### src/rtl/idli_urx_m.sv
// ---------------------------------------------------------------------------
// idli_urx_m -- UART receiver for the idli core
//
// Receives 8-bit UART frames on an asynchronous serial line, buffers up to
// two bytes in a small FIFO and hands each byte to the core as a 16-bit
// zero-extended value, one 4-bit slice per core slice-counter position.
//
// Build option:
//   IDLI_URX_PARITY_EN  defined   -> 8E1 frames: an even parity bit follows
//                                    data bit 7.
//                       undefined -> 8N1 frames with no parity logic (default).
//
// Parameters:
//   CLKS_PER_BIT  gck cycles per UART bit period (even, >= 4), default 16
//
// Ports:
//   i_urx_gck    in   1  core clock, all state on its rising edge
//   i_top_rst_n  in   1  asynchronous active-low reset
//   i_urx_ctr    in   2  core slice counter, 0..3 selects the slice position
//   i_urx_rx     in   1  UART serial line, idle high, asynchronous to gck
//   o_urx_data   out  4  received data slice to the core
//   o_urx_vld    out  1  at least one received byte is buffered
//   i_urx_acp    in   1  core accepts a 16-bit transfer (sampled at ctr 0)
//   o_urx_ferr   out  1  one-cycle pulse on a framing or parity error
//   o_urx_ovf    out  1  sticky: a byte was dropped because the FIFO was full
// ---------------------------------------------------------------------------
module idli_urx_m #(
  parameter int CLKS_PER_BIT = 16
) (
  input  logic       i_urx_gck,
  input  logic       i_top_rst_n,
  input  logic [1:0] i_urx_ctr,
  input  logic       i_urx_rx,
  output logic [3:0] o_urx_data,
  output logic       o_urx_vld,
  input  logic       i_urx_acp,
  output logic       o_urx_ferr,
  output logic       o_urx_ovf
);

  // Bit timer is wide enough to hold CLKS_PER_BIT-1.
  localparam int TW = (CLKS_PER_BIT > 2) ? $clog2(CLKS_PER_BIT) : 1;
  localparam logic [TW-1:0] HALF_LOAD = TW'(CLKS_PER_BIT / 2 - 1);
  localparam logic [TW-1:0] FULL_LOAD = TW'(CLKS_PER_BIT - 1);

`ifdef IDLI_URX_PARITY_EN
  typedef enum logic [2:0] {
    S_IDLE,
    S_START,
    S_DATA,
    S_PARITY,
    S_STOP,
    S_WAIT_HI
  } state_t;
`else
  typedef enum logic [2:0] {
    S_IDLE,
    S_START,
    S_DATA,
    S_STOP,
    S_WAIT_HI
  } state_t;
`endif

  // -------------------------------------------------------------------------
  // Receive path signals
  // -------------------------------------------------------------------------
  logic          rx_meta;
  logic          rx_sync;
  state_t        state;
  logic [TW-1:0] bit_tmr;
  logic          tmr_done;
  logic [2:0]    bit_idx;
  logic [7:0]    shift_q;
  logic          push_req;
  logic          ferr_q;
`ifdef IDLI_URX_PARITY_EN
  logic          par_err;
`endif

  // -------------------------------------------------------------------------
  // FIFO / transfer signals
  // -------------------------------------------------------------------------
  logic [7:0]    fifo_mem [2];
  logic          wr_ptr;
  logic          rd_ptr;
  logic [1:0]    fifo_cnt;
  logic          fifo_full;
  logic          xfer_act;
  logic          xfer_start;
  logic          pop;
  logic          do_push;
  logic          ovf_q;
  logic [7:0]    head;

  // The serial line is asynchronous to gck, so it goes through two flops
  // before anything looks at it. Reset to 1 so reset never fakes a start bit;
  // a line already low after reset still shows up as a start edge two cycles
  // later.
  always_ff @(posedge i_urx_gck or negedge i_top_rst_n) begin
    if (!i_top_rst_n) begin
      rx_meta <= 1'b1;
      rx_sync <= 1'b1;
    end else begin
      rx_meta <= i_urx_rx;
      rx_sync <= rx_meta;
    end
  end

  assign tmr_done = (bit_tmr == '0);

  // Frame receiver. START waits half a bit so every later sample lands in
  // the middle of its bit; a line that is high again at that point was a
  // glitch and is silently ignored. push_req and ferr_q are single-cycle
  // registered pulses. A frame whose stop bit is low parks in WAIT_HI so a
  // stuck-low line cannot be mistaken for a stream of start bits.
  always_ff @(posedge i_urx_gck or negedge i_top_rst_n) begin
    if (!i_top_rst_n) begin
      state    <= S_IDLE;
      bit_tmr  <= '0;
      bit_idx  <= '0;
      shift_q  <= '0;
      push_req <= 1'b0;
      ferr_q   <= 1'b0;
`ifdef IDLI_URX_PARITY_EN
      par_err  <= 1'b0;
`endif
    end else begin
      push_req <= 1'b0;
      ferr_q   <= 1'b0;

      // Count down in every timed state; an expiry below reloads the timer.
      if ((state != S_IDLE) && (state != S_WAIT_HI) && !tmr_done) begin
        bit_tmr <= bit_tmr - 1'b1;
      end

      case (state)
        S_IDLE: begin
          if (!rx_sync) begin
            state   <= S_START;
            bit_tmr <= HALF_LOAD;
          end
        end

        S_START: begin
          if (tmr_done) begin
            if (rx_sync) begin
              state <= S_IDLE;
            end else begin
              state   <= S_DATA;
              bit_tmr <= FULL_LOAD;
              bit_idx <= '0;
`ifdef IDLI_URX_PARITY_EN
              par_err <= 1'b0;
`endif
            end
          end
        end

        S_DATA: begin
          if (tmr_done) begin
            // LSB arrives first, so shift in from the top.
            shift_q <= {rx_sync, shift_q[7:1]};
            bit_tmr <= FULL_LOAD;
            bit_idx <= bit_idx + 3'd1;
            if (bit_idx == 3'd7) begin
`ifdef IDLI_URX_PARITY_EN
              state <= S_PARITY;
`else
              state <= S_STOP;
`endif
            end
          end
        end

`ifdef IDLI_URX_PARITY_EN
        S_PARITY: begin
          if (tmr_done) begin
            bit_tmr <= FULL_LOAD;
            state   <= S_STOP;
            // Even parity: the parity bit equals the XOR of the data bits.
            if (rx_sync != ^shift_q) begin
              ferr_q  <= 1'b1;
              par_err <= 1'b1;
            end
          end
        end
`endif

        S_STOP: begin
          if (tmr_done) begin
            if (rx_sync) begin
              state <= S_IDLE;
`ifdef IDLI_URX_PARITY_EN
              push_req <= !par_err;
`else
              push_req <= 1'b1;
`endif
            end else begin
              state <= S_WAIT_HI;
              // A frame already flagged for bad parity reports only once.
`ifdef IDLI_URX_PARITY_EN
              ferr_q <= !par_err;
`else
              ferr_q <= 1'b1;
`endif
            end
          end
        end

        S_WAIT_HI: begin
          if (rx_sync) begin
            state <= S_IDLE;
          end
        end

        default: begin
          state <= S_IDLE;
        end
      endcase
    end
  end

  // -------------------------------------------------------------------------
  // Core-side transfer control
  // -------------------------------------------------------------------------
  // A transfer begins only at slice 0 with data available and the core
  // accepting; acp at any other slice is ignored. The head byte is popped on
  // the last slice, so vld stays high for the whole transfer.
  assign fifo_full  = (fifo_cnt == 2'd2);
  assign xfer_start = (i_urx_ctr == 2'd0) && (fifo_cnt != 2'd0) &&
                      i_urx_acp && !xfer_act;
  assign pop        = xfer_act && (i_urx_ctr == 2'd3);
  // A pop in the same cycle frees the slot, so a full FIFO still accepts.
  assign do_push    = push_req && (!fifo_full || pop);
  assign head       = fifo_mem[rd_ptr];

  // Two-entry FIFO with occupancy counter, the sticky overflow flag and the
  // transfer-active flag. When full, wr_ptr equals rd_ptr; a simultaneous
  // push and pop therefore overwrites exactly the slot being released.
  always_ff @(posedge i_urx_gck or negedge i_top_rst_n) begin
    if (!i_top_rst_n) begin
      for (int i = 0; i < 2; i++) begin
        fifo_mem[i] <= '0;
      end
      wr_ptr   <= 1'b0;
      rd_ptr   <= 1'b0;
      fifo_cnt <= '0;
      ovf_q    <= 1'b0;
      xfer_act <= 1'b0;
    end else begin
      if (do_push) begin
        fifo_mem[wr_ptr] <= shift_q;
        wr_ptr           <= ~wr_ptr;
      end

      if (push_req && fifo_full && !pop) begin
        ovf_q <= 1'b1;
      end

      if (pop) begin
        rd_ptr <= ~rd_ptr;
      end

      case ({do_push, pop})
        2'b10:   fifo_cnt <= fifo_cnt + 2'd1;
        2'b01:   fifo_cnt <= fifo_cnt - 2'd1;
        default: fifo_cnt <= fifo_cnt;
      endcase

      if (xfer_start) begin
        xfer_act <= 1'b1;
      end else if (pop) begin
        xfer_act <= 1'b0;
      end
    end
  end

  // Slice mux: the slice-0 nibble must already be on the bus in the cycle
  // the core accepts, hence xfer_start as well as xfer_act. The upper two
  // slices are the zero extension of the byte.
  always_comb begin
    o_urx_data = 4'h0;
    if (xfer_act || xfer_start) begin
      case (i_urx_ctr)
        2'd0:    o_urx_data = head[3:0];
        2'd1:    o_urx_data = head[7:4];
        default: o_urx_data = 4'h0;
      endcase
    end
  end

  assign o_urx_vld  = (fifo_cnt != 2'd0);
  assign o_urx_ferr = ferr_q;
  assign o_urx_ovf  = ovf_q;

endmodule
### config.mk
export PLATFORM = sky130hd
export DESIGN_NAME = idli_urx_m
export DESIGN_NICKNAME = d
export VERILOG_FILES = /design/src/rtl/idli_urx_m.sv
export SDC_FILE = /design/constraint.sdc
export NUM_CORES = 1
export LEC_CHECK = 0
export BUFFER_PORTS_ARGS = -buffer_cell sky130_fd_sc_hd__clkbuf_2
export CAP_MARGIN = 20
export CORE_ASPECT_RATIO = 1.4
export CORE_MARGIN = 10
export CORE_UTILIZATION = 50
export CTS_CLUSTER_SIZE = 14
export DETAILED_ROUTE_END_ITERATION = 8
export PLACE_DENSITY = 0.68
export SLEW_MARGIN = 20
export SYNTH_ARGS = -nofsm -noshare
export SYNTH_HDL_FRONTEND = slang
export SYNTH_SLANG_ARGS = --single-unit
export TNS_END_PERCENT = 10
### constraint.sdc
create_clock -name i_urx_gck -period 2.5 [get_ports i_urx_gck]
set_input_delay 0.625 -clock i_urx_gck [delete_from_list [all_inputs] [get_ports i_urx_gck]]
set_output_delay 0.625 -clock i_urx_gck [all_outputs]
set_load 0.02 [all_outputs]
==> summary.md, run 1 <==
| Metric | Value |
|---|---|
| Critical Path Sink Type | `output pin` |
| Area grow syn2layout | `11.03%` |
| Residual DRC | `0` |
| Area leader, netlist | `dfrtp_1` |
| WL per Instance | `16.53 microns` |
| Seq cells post-synth | `44` |
| HPWL Detailed | `approximately 2600 microns` |
| Worst slack at placement | `311.6 ps` |
| Slew Limit Headroom | `55.16%` |
| Pleak | `1.070 nW` |
| Crit-path cells | `or2_2 -> a31oi_1 -> nor2_1 -> clkbuf_2` |
| Crit Path Max Fanout | `5` |
| Setup tns final | `0 ps` |
| Share of cells above drive strength 1 | `between 30% and 40%` |
| Worst setup margin | `221.1 ps` |
| Yosys warning count | `0` |
| WP data required | `1880 ps` |
| Initial antenna violation count | `0` |
| HP Class | `input pin to asynchronous set/reset pin` |
| Hold-fix buffers at CTS | `0` |
| Mapped Cells | `155` |
| Core Area | `0.003919 sq mm` |
| Io pins | `13` |
| Post-Syn Area | `0.002019 sq mm` |
| Synth async-reset ratio | `100.0%` |
| Grt ovf | `0` |
| Post-synth EDFFs | `0` |
| Antenna-violating nets left | `0` |
| RSZ-0062 raised after global routing | `no` |
| Final min period | `2279 ps` |
| Clock Root Buffer | `clkbuf_8` |
| Syn nets | `166` |
| Final nets | `184` |
| Fill cells | `339` |
| Global Route Usage Sum | `11.19%` |
| Avg Cell Area, Syn | `13.03 sq um` |
| Overall Power | `1.993 mW` |
| Slowest cell on crit path | `dfrtp_1` |
| Final Hold Violating Endpoints | `0` |
| Final setup viols | `0` |
| Num CTS Buffers | `5` |
| Clock Path Buffers | `2` |
| Crit Path Class | `register to output pin` |
| TritonRoute pass-1 iters | `2` |
| Yosys cell types | `41` |
| Worst path arrival time | `roughly 1700 ps` |
| Vias in the first global route | `1,336` |
| Max Cap Viol | `0` |
| Final WL | `3586 microns` |
| Max Clock Skew | `5.910 ps` |
| PortBufs | `12` |
| Finished Cell Area | `about 0.0022 sq mm` |
| Critical Path Source Type | `register` |
| Clock slew at reported path FFs | `about 80 ps` |
| DRT iter0 DRCs | `43` |
| Power density over the cells | `888.7 mW/mm^2` |
| GR Util met1 | `12.20%` |
| Count of pins over their slew limit | `0` |
| Slowest Stage Delay on Critical Path | `~420 ps` |
| # rows | `27` |
| Routed vias/inst | `5.783` |
| Clock sinks | `44` |
| DIE WIDTH | `73.71 microns` |
| Htree depth | `2` |
| Starting Density | `between 50% and 60%` |
| Placed Area | `0.002133 sq mm` |
| First-pass GRT wire length | `6113 microns` |
| Buffers inserted by post-CTS timing repair | `0` |
| Ant. Diodes | `0` |
| GR met2 Demand/Resource | `a little under a fifth` |
| Slew @ Worst Pin | `672.5 ps` |
| Fin crit share | `91.16%` |
| Worst IR Drop VDD | `0.0006595 V` |
| Die area | `0.007017 sq mm` |
| Post-synth top flop | `dfrtp_1` |
| Die height | `95.20 microns` |
| Top-area cell type share of the netlist area | `between 50 and 60%` |
| Largest net degree at the start of global routing | `27` |
| Fmax | `0.4388 GHz` |
| Vias | `1,255` |
| WP buf/inv | `1` |
| Synth top area cells | `dfrtp_1, mux2_2, ha_1, mux2i_1, dfstp_2` |
| Clock Latency Late Sink | `290 ps` |
| Met3 Use GR | `4.262%` |
| CP delay by family, top | `flip-flops` |
| Status | `finished, final reports clean` |
| RD Place Congestion | `between 0.8 and 0.9` |
| Sequential area share after synthesis | `54.65%` |
| CTS tree | `yes` |
| GRT busiest layer | `met2` |
cell usage after synthesis, drive strengths merged, types with 4 or more instances:
master  count
nand2       4
dfrtp      42
nor2       11
mux2i       6
a21oi       4
xnor2       4
ha          5
nand2b      4
o21ai       6
inv         4
mux2       24
placed cells by master, fill, tap and decap left out, types with 3 or more instances in the layout:
cell type,Yosys,layout
mux2i_1,6,6
xnor2_1,4,4
nor2_1,10,10
o21ai_0,5,5
clkbuf_8,0,5
ha_1,5,5
o22a_1,3,3
inv_1,4,4
clkbuf_2,0,12
nand2_1,4,4
nand2b_1,4,4
or2_2,3,3
dfrtp_1,42,41
mux2_2,22,22
nand4_1,3,3
power breakdown:
part / total, mW / switching [mW] / internal, mW
combinational: 0.476 / 0.232 / 0.244
clock: 0.525 / 0.229 / 0.296
sequential: 0.992 / 0.161 / 0.831
total: 1.99 / 0.622 / 1.37
sequential cells by signal, summed over array words and instances, names as in the netlist:
signal / flops
bit_idx: 3
fifo_mem: 16
push_req: 1
rx_sync: 1
xfer_act: 1
o_urx_ferr: 1
shift_q: 8
rx_meta: 1
wr_ptr: 1
bit_tmr: 4
state: 3
rd_ptr: 1
fifo_cnt: 2
o_urx_ovf: 1
stage by stage:
stage	hold slack, ps	utilization (%)	std cells
5_1_grt	370.0	57.22	217
3_3_place_gp	348.0	54.44	209
6_report	349.3	57.22	217
3_5_place_dp	347.9	54.44	209
4_1_cts	361.0	57.18	217
2_1_floorplan	329.4	-	155
layout make-up:
class	instances	area, sq um	area share, %
timing repair buffer	14	75.07	3.348
tap	43	53.80	2.400
clock inverter	2	35.03	1.563
inverter	4	15.01	0.6696
multi-input combinational	104	885.9	39.51
sequential	44	1105	49.27
clock buffer	6	72.57	3.237
metal layers:
| layer | wire length (microns) | up-vias |
|---|---|---|
| met5 | 0 | - |
| met3 | 178 | 6 |
| li1 | - | 595 |
| met1 | 1468 | 638 |
| met2 | 1875 | 16 |
| met4 | 63 | 0 |
final timing paths:
kind | from | end | slack [ps] | cells past startpoint
worst max-delay path | fifo_cnt[0] | o_urx_data[0] | 220 | 4
worst min-delay path | i_top_rst_n | fifo_cnt[1] | 350 | 1
worst max register to register | bit_tmr[0] | shift_q[6] | 690 | 5
worst min register to register | rx_meta | rx_sync | 360 | 0
max in group asynchronous | i_top_rst_n | rx_meta | 1500 | 2
min in group i_urx_gck | rx_meta | rx_sync | 360 | 0
cells by family after synthesis:
family,Yosys count,share of synthesized area (%)
flip-flops,44,54.65
AND/OR/NAND/NOR,40,12.76
multiplexers,31,17.47
AO/OA/AOI/OAI,23,8.365
buffers and inverters,7,1.487
XOR/XNOR,5,2.168
adder cells (fa/ha/maj),5,3.098
repair_timing:
action	4_1_cts	5_1_grt
gates resized for setup	0	1
endpoints found under the hold margin	0	0
endpoints found under the setup margin	0	1
(Power assumes the default switching activity.)
==> inputs of run 2 (changes only) <==
Settings changed: CORE_UTILIZATION 50 to 25, PLACE_DENSITY 0.68 to not set.
==> run 2 against run 1 <==
- sequential share of layout area fell by 1.7 points
- critical path depth did not move
- core utilization fell by 27 points
==> summary.md, run 2 (same netlist as run 1, synthesis figures left out) <==
| Metric | Value |
|---|---|
| Residual DRC | `0 (unchanged)` |
| Max Cap Viol | `0 (unchanged)` |
| RSZ-0062 raised after global routing | `no (unchanged)` |
| Sw frac | `32.11% (was 31.19%)` |
| WP data required | `1880 ps (about the same)` |
| DIE WIDTH | `95.96 microns (was 73.71 microns)` |
| Commonest non-fill, non-tap cell in the layout | `dfrtp_1 (unchanged)` |
| Final WL | `3684 microns (was 3586 microns)` |
| Setup tns final | `0 ps (unchanged)` |
| Global Route Usage Sum | `6.561% (was 11.19%)` |
| CTS tree | `yes (unchanged)` |
| WL per Instance | `13.45 microns (was 16.53 microns)` |
| Largest register by flop count | `fifo_mem (unchanged)` |
| Htree depth | `2 (unchanged)` |
| Clock slew at reported path FFs | `90 ps (was 80 ps)` |
| Worst reg-to-reg path cell count | `5 (unchanged)` |
| HPWL Detailed | `2760 microns (was 2641 microns)` |
| TritonRoute pass-1 iters | `3 (was 2)` |
| DRT iter0 DRCs | `49 (was 43)` |
| Clock Path Buffers | `2 (unchanged)` |
| Max Clock Skew | `8.584 ps (was 5.910 ps)` |
| Slew @ Worst Pin | `556.9 ps (was 672.5 ps)` |
| Pleak | `1.070 nW (about the same)` |
| Placed Area | `0.002205 sq mm (was 0.002133 sq mm)` |
| Num CTS Buffers | `5 (unchanged)` |
| Fin crit share | `93.19% (was 91.16%)` |
| Worst path arrival time | `1700 ps (was 1650 ps)` |
| Ant. Diodes | `0 (unchanged)` |
| R2r endpoint | `shift_q[2] (was shift_q[6])` |
| Clock group share of total power | `27.6% (was 26.4%)` |
| Die height | `126.3 microns (was 95.20 microns)` |
| Overall Power | `2.025 mW (was 1.993 mW)` |
| Fmax | `0.4292 GHz (was 0.4388 GHz)` |
| Largest net degree at the start of global routing | `17 (was 27)` |
| Hold-fix buffers at CTS | `0 (unchanged)` |
| First-pass GRT wire length | `6423 microns (was 6113 microns)` |
| Critical Path Source Type | `register (unchanged)` |
| # rows | `38 (was 27)` |
| Reg2Reg Setup Slack | `670 ps (was 690 ps)` |
| Final min period | `2330 ps (was 2279 ps)` |
| Die area | `0.01212 sq mm (was 0.007017 sq mm)` |
| Comb pwr share | `23.4% (was 23.9%)` |
| Io pins | `13 (unchanged)` |
| Biggest regs | `fifo_mem: 16 flops, shift_q: 8 flops, bit_tmr: 4 flops (unchanged)` |
| Starting Density | `25.90% (was 51.53%)` |
| Power density over the cells | `872.6 mW/mm^2 (was 888.7 mW/mm^2)` |
| Status | `finished, final reports clean (unchanged)` |
| Most frequent cells in the layout | `dfrtp_1, mux2_2, clkbuf_2 (unchanged)` |
| Final setup viols | `0 (unchanged)` |
| Internal power | `1.375 mW (was 1.371 mW)` |
| Area grow syn2layout | `14.93% (was 11.03%)` |
| Finished Cell Area | `0.002321 sq mm (was 0.002242 sq mm)` |
| Initial antenna violation count | `0 (unchanged)` |
| PortBufs | `12 (unchanged)` |
| Fill cells | `814 (was 339)` |
| Crit Path Class | `register to output pin (unchanged)` |
| Clock Root Buffer | `clkbuf_8 (unchanged)` |
| Routed vias/inst | `4.555 (was 5.783)` |
| Clock Latency Late Sink | `300 ps (was 290 ps)` |
| Reg2Reg Launch Point | `bit_tmr[0] (unchanged)` |
| Share of cells above drive strength 1 | `36.21% (was 35.63%)` |
| Clock sinks | `44 (unchanged)` |
| Min Hold Slack | `218.7 ps (was 349.3 ps)` |
| Final nets | `184 (unchanged)` |
| NetSw | `0.6503 mW (was 0.6215 mW)` |
| Crit Path Max Fanout | `5 (unchanged)` |
| RD Place Congestion | `0.7909 (was 0.8191)` |
| Final Hold Violating Endpoints | `0 (unchanged)` |
| Core Area | `0.007797 sq mm (was 0.003919 sq mm)` |
| Worst IR Drop VDD | `0.0003283 V (was 0.0006595 V)` |
| Slew Limit Headroom | `62.62% (was 55.16%)` |
| Vias | `1,248 (was 1,255)` |
| Vias in the first global route | `1,334 (was 1,336)` |
| Grt ovf | `0 (unchanged)` |
| HP Class | `input pin to asynchronous set/reset pin (unchanged)` |
| Flop pwr share | `49.0% (was 49.8%)` |
| Antenna-violating nets left | `0 (unchanged)` |
| Largest register FFs | `16 (unchanged)` |
| Count of pins over their slew limit | `0 (unchanged)` |
| Critical Path Sink Type | `output pin (unchanged)` |
[run 2: cell types whose count changed in the layout (fill, tap and decap cells not counted), sizes merged]
cell / delta
clkinv: -1
inv: +1
clkinvlp: +1
clkbuf: -1
[run 2: metrics by stage]
stage / util (%) / setup WS, ps / instances
finish: 29.77 / 170.2 / 274
global route: 29.77 / 63.08 / 274
global placement: 28.27 / 351.4 / 266
floorplan: - / 460.1 / 155
CTS: 29.75 / 50.04 / 274
detailed placement: 28.27 / 306.5 / 266
[run 2: layout make-up]
type | instances | area (sq um) | area share (%)
clock buffers | 5 | 68.82 | 2.965
clock inverters | 3 | 46.29 | 1.995
inverters | 4 | 15.01 | 0.6469
multi-input cells | 104 | 885.9 | 38.17
flip-flops and latches | 44 | 1105 | 47.60
well taps | 100 | 125.1 | 5.391
repair buffers | 14 | 75.07 | 3.234
[run 2: what timing repair did]
item | 4_1_cts | 5_1_grt
resized for setup | 0 | 1
buffers inserted | 0 | 0
setup endpoints to repair | 0 | 1
[run 2: power groups by stage]
stage | logic (mW) | registers, mW | clock network [mW]
finish | 0.474 | 0.992 | 0.559
global route | 0.540 | 1.02 | 0.609
CTS | 0.484 | 0.992 | 0.579
detailed placement | 0.480 | 1.00 | 0
global placement | 0.463 | 0.998 | 0
floorplan | 0.433 | 0.921 | 0
[run 2: routing by layer]
metal / share of wire, % / GRT usage, % / vias to the layer above / wire (microns)
met1: 42 / 7.509 / 627 / 1561
met5: 0 / 0 / - / 0
met2: 51 / 10.83 / 19 / 1888
li1: - / - / 597 / -
met3: 4.6 / 1.948 / 5 / 170
met4: 1.7 / 3.046 / 0 / 64
[run 2: worst max-delay path: stages, from the launching register on]
cell,delay (ps)
dfrtp_1,440
or2_2,300
a31oi_1,390
nor2_1,100
clkbuf_2,170
[run 2: worst max-delay path by stage]
stage                     cells after the start    startpoint  slack (ps)            end
after floorplan                               3  i_urx_ctr[1]         460  o_urx_data[0]
after global placement                        5  i_urx_ctr[1]         350  o_urx_data[0]
after detailed placement                      5  i_urx_ctr[1]         310  o_urx_data[0]
after CTS                                     3        rd_ptr          50  o_urx_data[2]
after global routing                          4   fifo_cnt[0]          60  o_urx_data[0]
final                                         4   fifo_cnt[0]         170  o_urx_data[0]
==> inputs of run 3 (changes only) <==
Settings changed: CELL_PAD_IN_SITES_DETAIL_PLACEMENT set to 1, CELL_PAD_IN_SITES_GLOBAL_PLACEMENT set to 2, PLACE_DENSITY_LB_ADDON set to 0.1.
==> run 3 against run 2 <==
- sequential share of layout area fell by 0.18 points
- worst hold slack gained 39 ps
- sequential cell count is the same
- fmax fell by 0.36%
- critical path depth unchanged
- largest cell class unchanged
- largest power group unchanged
- combinational power increased by 8.2%
- critical endpoint is now o_urx_data[2]
- sequential power down 2%
- worst setup slack got worse by 8.4 ps
- global-route usage rose by 1.3 points
==> summary.md, run 3 (same netlist as run 1, synthesis figures left out) <==
| Metric | Value |
|---|---|
| Status | `finished, final reports clean (unchanged)` |
| Starting Density | `25.90% (unchanged)` |
| Final Hold Violating Endpoints | `0 (unchanged)` |
| Placed Cells | `267 (was 266)` |
| DIE WIDTH | `95.96 microns (unchanged)` |
| DRT iter0 DRCs | `32 (was 49)` |
| Biggest regs | `fifo_mem: 16 flops, shift_q: 8 flops, bit_tmr: 4 flops (unchanged)` |
| First-pass GRT wire length | `7527 microns (was 6423 microns)` |
| Largest net degree at the start of global routing | `18 (was 17)` |
| Power density over the cells | `877.1 mW/mm^2 (was 872.6 mW/mm^2)` |
| Hold-fix buffers at CTS | `0 (unchanged)` |
| Htree depth | `2 (unchanged)` |
| Post-CTS sizing | `0 (unchanged)` |
| Io pins | `13 (unchanged)` |
| Finished Cell Area | `0.002327 sq mm (was 0.002321 sq mm)` |
| Worst path arrival time | `1710 ps (was 1700 ps)` |
| Commonest non-fill, non-tap cell in the layout | `dfrtp_1 (unchanged)` |
| Post-route core utilization | `29.85% (was 29.77%)` |
| Slowest cell on crit path | `dfrtp_1 (unchanged)` |
| Routed vias/inst | `4.662 (was 4.555)` |
| Core Area | `0.007797 sq mm (unchanged)` |
| Most frequent cells in the layout | `dfrtp_1, mux2_2, clkbuf_2 (unchanged)` |
| Final nets | `185 (was 184)` |
| WL per Instance | `15.66 microns (was 13.45 microns)` |
| Vias | `1,282 (was 1,248)` |
| Slowest Stage Delay on Critical Path | `430 ps (was 440 ps)` |
| Clock sinks | `44 (unchanged)` |
| Clock Latency Late Sink | `290 ps (was 300 ps)` |
| Buffers inserted by post-CTS timing repair | `0 (unchanged)` |
| Final setup viols | `0 (unchanged)` |
| Global Route Usage Sum | `7.888% (was 6.561%)` |
| Critical Path Source Type | `register (unchanged)` |
| Pleak | `1.076 nW (was 1.070 nW)` |
| Fin crit share | `93.53% (was 93.19%)` |
| Worst setup margin | `161.8 ps (was 170.2 ps)` |
| Final min period | `2338 ps (was 2330 ps)` |
| HPWL Detailed | `3298 microns (was 2760 microns)` |
| Count of pins over their slew limit | `0 (unchanged)` |
| Clock Path Buffers | `2 (unchanged)` |
| TritonRoute pass-1 iters | `3 (unchanged)` |
| Clock slew at reported path FFs | `80 ps (was 90 ps)` |
| Area grow syn2layout | `15.24% (was 14.93%)` |
| Worst slack at placement | `277.4 ps (was 306.5 ps)` |
| Slew @ Worst Pin | `633.5 ps (was 556.9 ps)` |
| CTS tree | `yes (unchanged)` |
| Die height | `126.3 microns (unchanged)` |
| HP Class | `input pin to asynchronous set/reset pin (unchanged)` |
| Initial antenna violation count | `0 (unchanged)` |
| Largest register FFs | `16 (unchanged)` |
| Slew Limit Headroom | `57.48% (was 62.62%)` |
| RD Place Congestion | `0.6854 (was 0.7909)` |
| Max Clock Skew | `4.235 ps (was 8.584 ps)` |
| Worst IR Drop VDD | `0.0003259 V (was 0.0003283 V)` |
| Antenna-violating nets left | `0 (unchanged)` |
| Max Cap Viol | `0 (unchanged)` |
| Die area | `0.01212 sq mm (unchanged)` |
| Share of cells above drive strength 1 | `36.00% (was 36.21%)` |
| Placed Area | `0.002212 sq mm (was 0.002205 sq mm)` |
| Critical Path Sink Type | `output pin (unchanged)` |
| Final WL | `4306 microns (was 3684 microns)` |
| Clock Root Buffer | `clkbuf_8 (unchanged)` |
| RSZ-0062 raised after global routing | `no (unchanged)` |
| # rows | `38 (unchanged)` |
| Overall Power | `2.041 mW (was 2.025 mW)` |
| Crit Path Class | `register to output pin (unchanged)` |
| WP data required | `1880 ps (about the same)` |
| Setup tns final | `0 ps (unchanged)` |
| PortBufs | `12 (unchanged)` |
| Residual DRC | `0 (unchanged)` |
| Num CTS Buffers | `5 (unchanged)` |
| Min Hold Slack | `258.1 ps (was 218.7 ps)` |
| Crit Path Max Fanout | `5 (unchanged)` |
| Fin cells | `275 (was 274)` |
| Grt ovf | `0 (unchanged)` |
| Ant. Diodes | `0 (unchanged)` |
| Crit-path cells | `or2_2 -> a31oi_1 -> nor3b_1 -> clkbuf_2 (was or2_2 -> a31oi_1 -> nor2_1 -> clkbuf_2)` |
| Vias in the first global route | `1,412 (was 1,334)` |
| Largest register by flop count | `fifo_mem (unchanged)` |
| Fmax | `0.4277 GHz (was 0.4292 GHz)` |
[run 3: changes by cell type in the layout (fill, tap and decap cells not counted), sizes merged]
| cell | previous run | this run |
|---|---|---|
| buf | 2 | 3 |
[run 3: final timing paths]
check	start	to	slack, ps	cells past startpoint
min in group i_urx_gck	rx_meta	rx_sync	360	0
max reg2reg	bit_tmr[0]	bit_idx[0]	600	5
max	fifo_cnt[0]	o_urx_data[2]	160	4
max in group asynchronous	i_top_rst_n	bit_idx[0]	1650	2
min reg2reg	rx_meta	rx_sync	360	0
min	i_top_rst_n	fifo_cnt[1]	260	1
[run 3: cell type report]
type | count | area (sq um)
Multi-Input combinational cell | 104 | 885.9
Inverter | 4 | 15.01
Clock inverter | 3 | 46.29
Fill cell | 870 | 5470
Sequential cell | 44 | 1104
Tap cell | 100 | 125.1
Clock buffer | 5 | 68.82
Timing Repair Buffer | 15 | 82.58
[run 3: routing by layer]
layer | global-route usage (%) | part of all wire, % | vias up
met4 | 3.133 | 1.8 | 0
met3 | 2.125 | 4.5 | 6
li1 | - | - | 603
met1 | 8.478 | 39 | 658
met5 | 0 | 0 | -
met2 | 14.03 | 54 | 15
[run 3: critical path: cells and delay by family, from the launching register on]
| kind | cells | cell delay, ps |
|---|---|---|
| flip-flops | 1 | 430 |
| AND/OR/NAND/NOR | 2 | 420 |
| AO/OA/AOI/OAI | 1 | 390 |
| buffers and inverters | 1 | 180 |
[run 3: power by group]
part	internal, mW	total, mW	switching, mW
combinational	0.253	0.513	0.260
clock	0.301	0.553	0.252
sequential	0.829	0.975	0.146
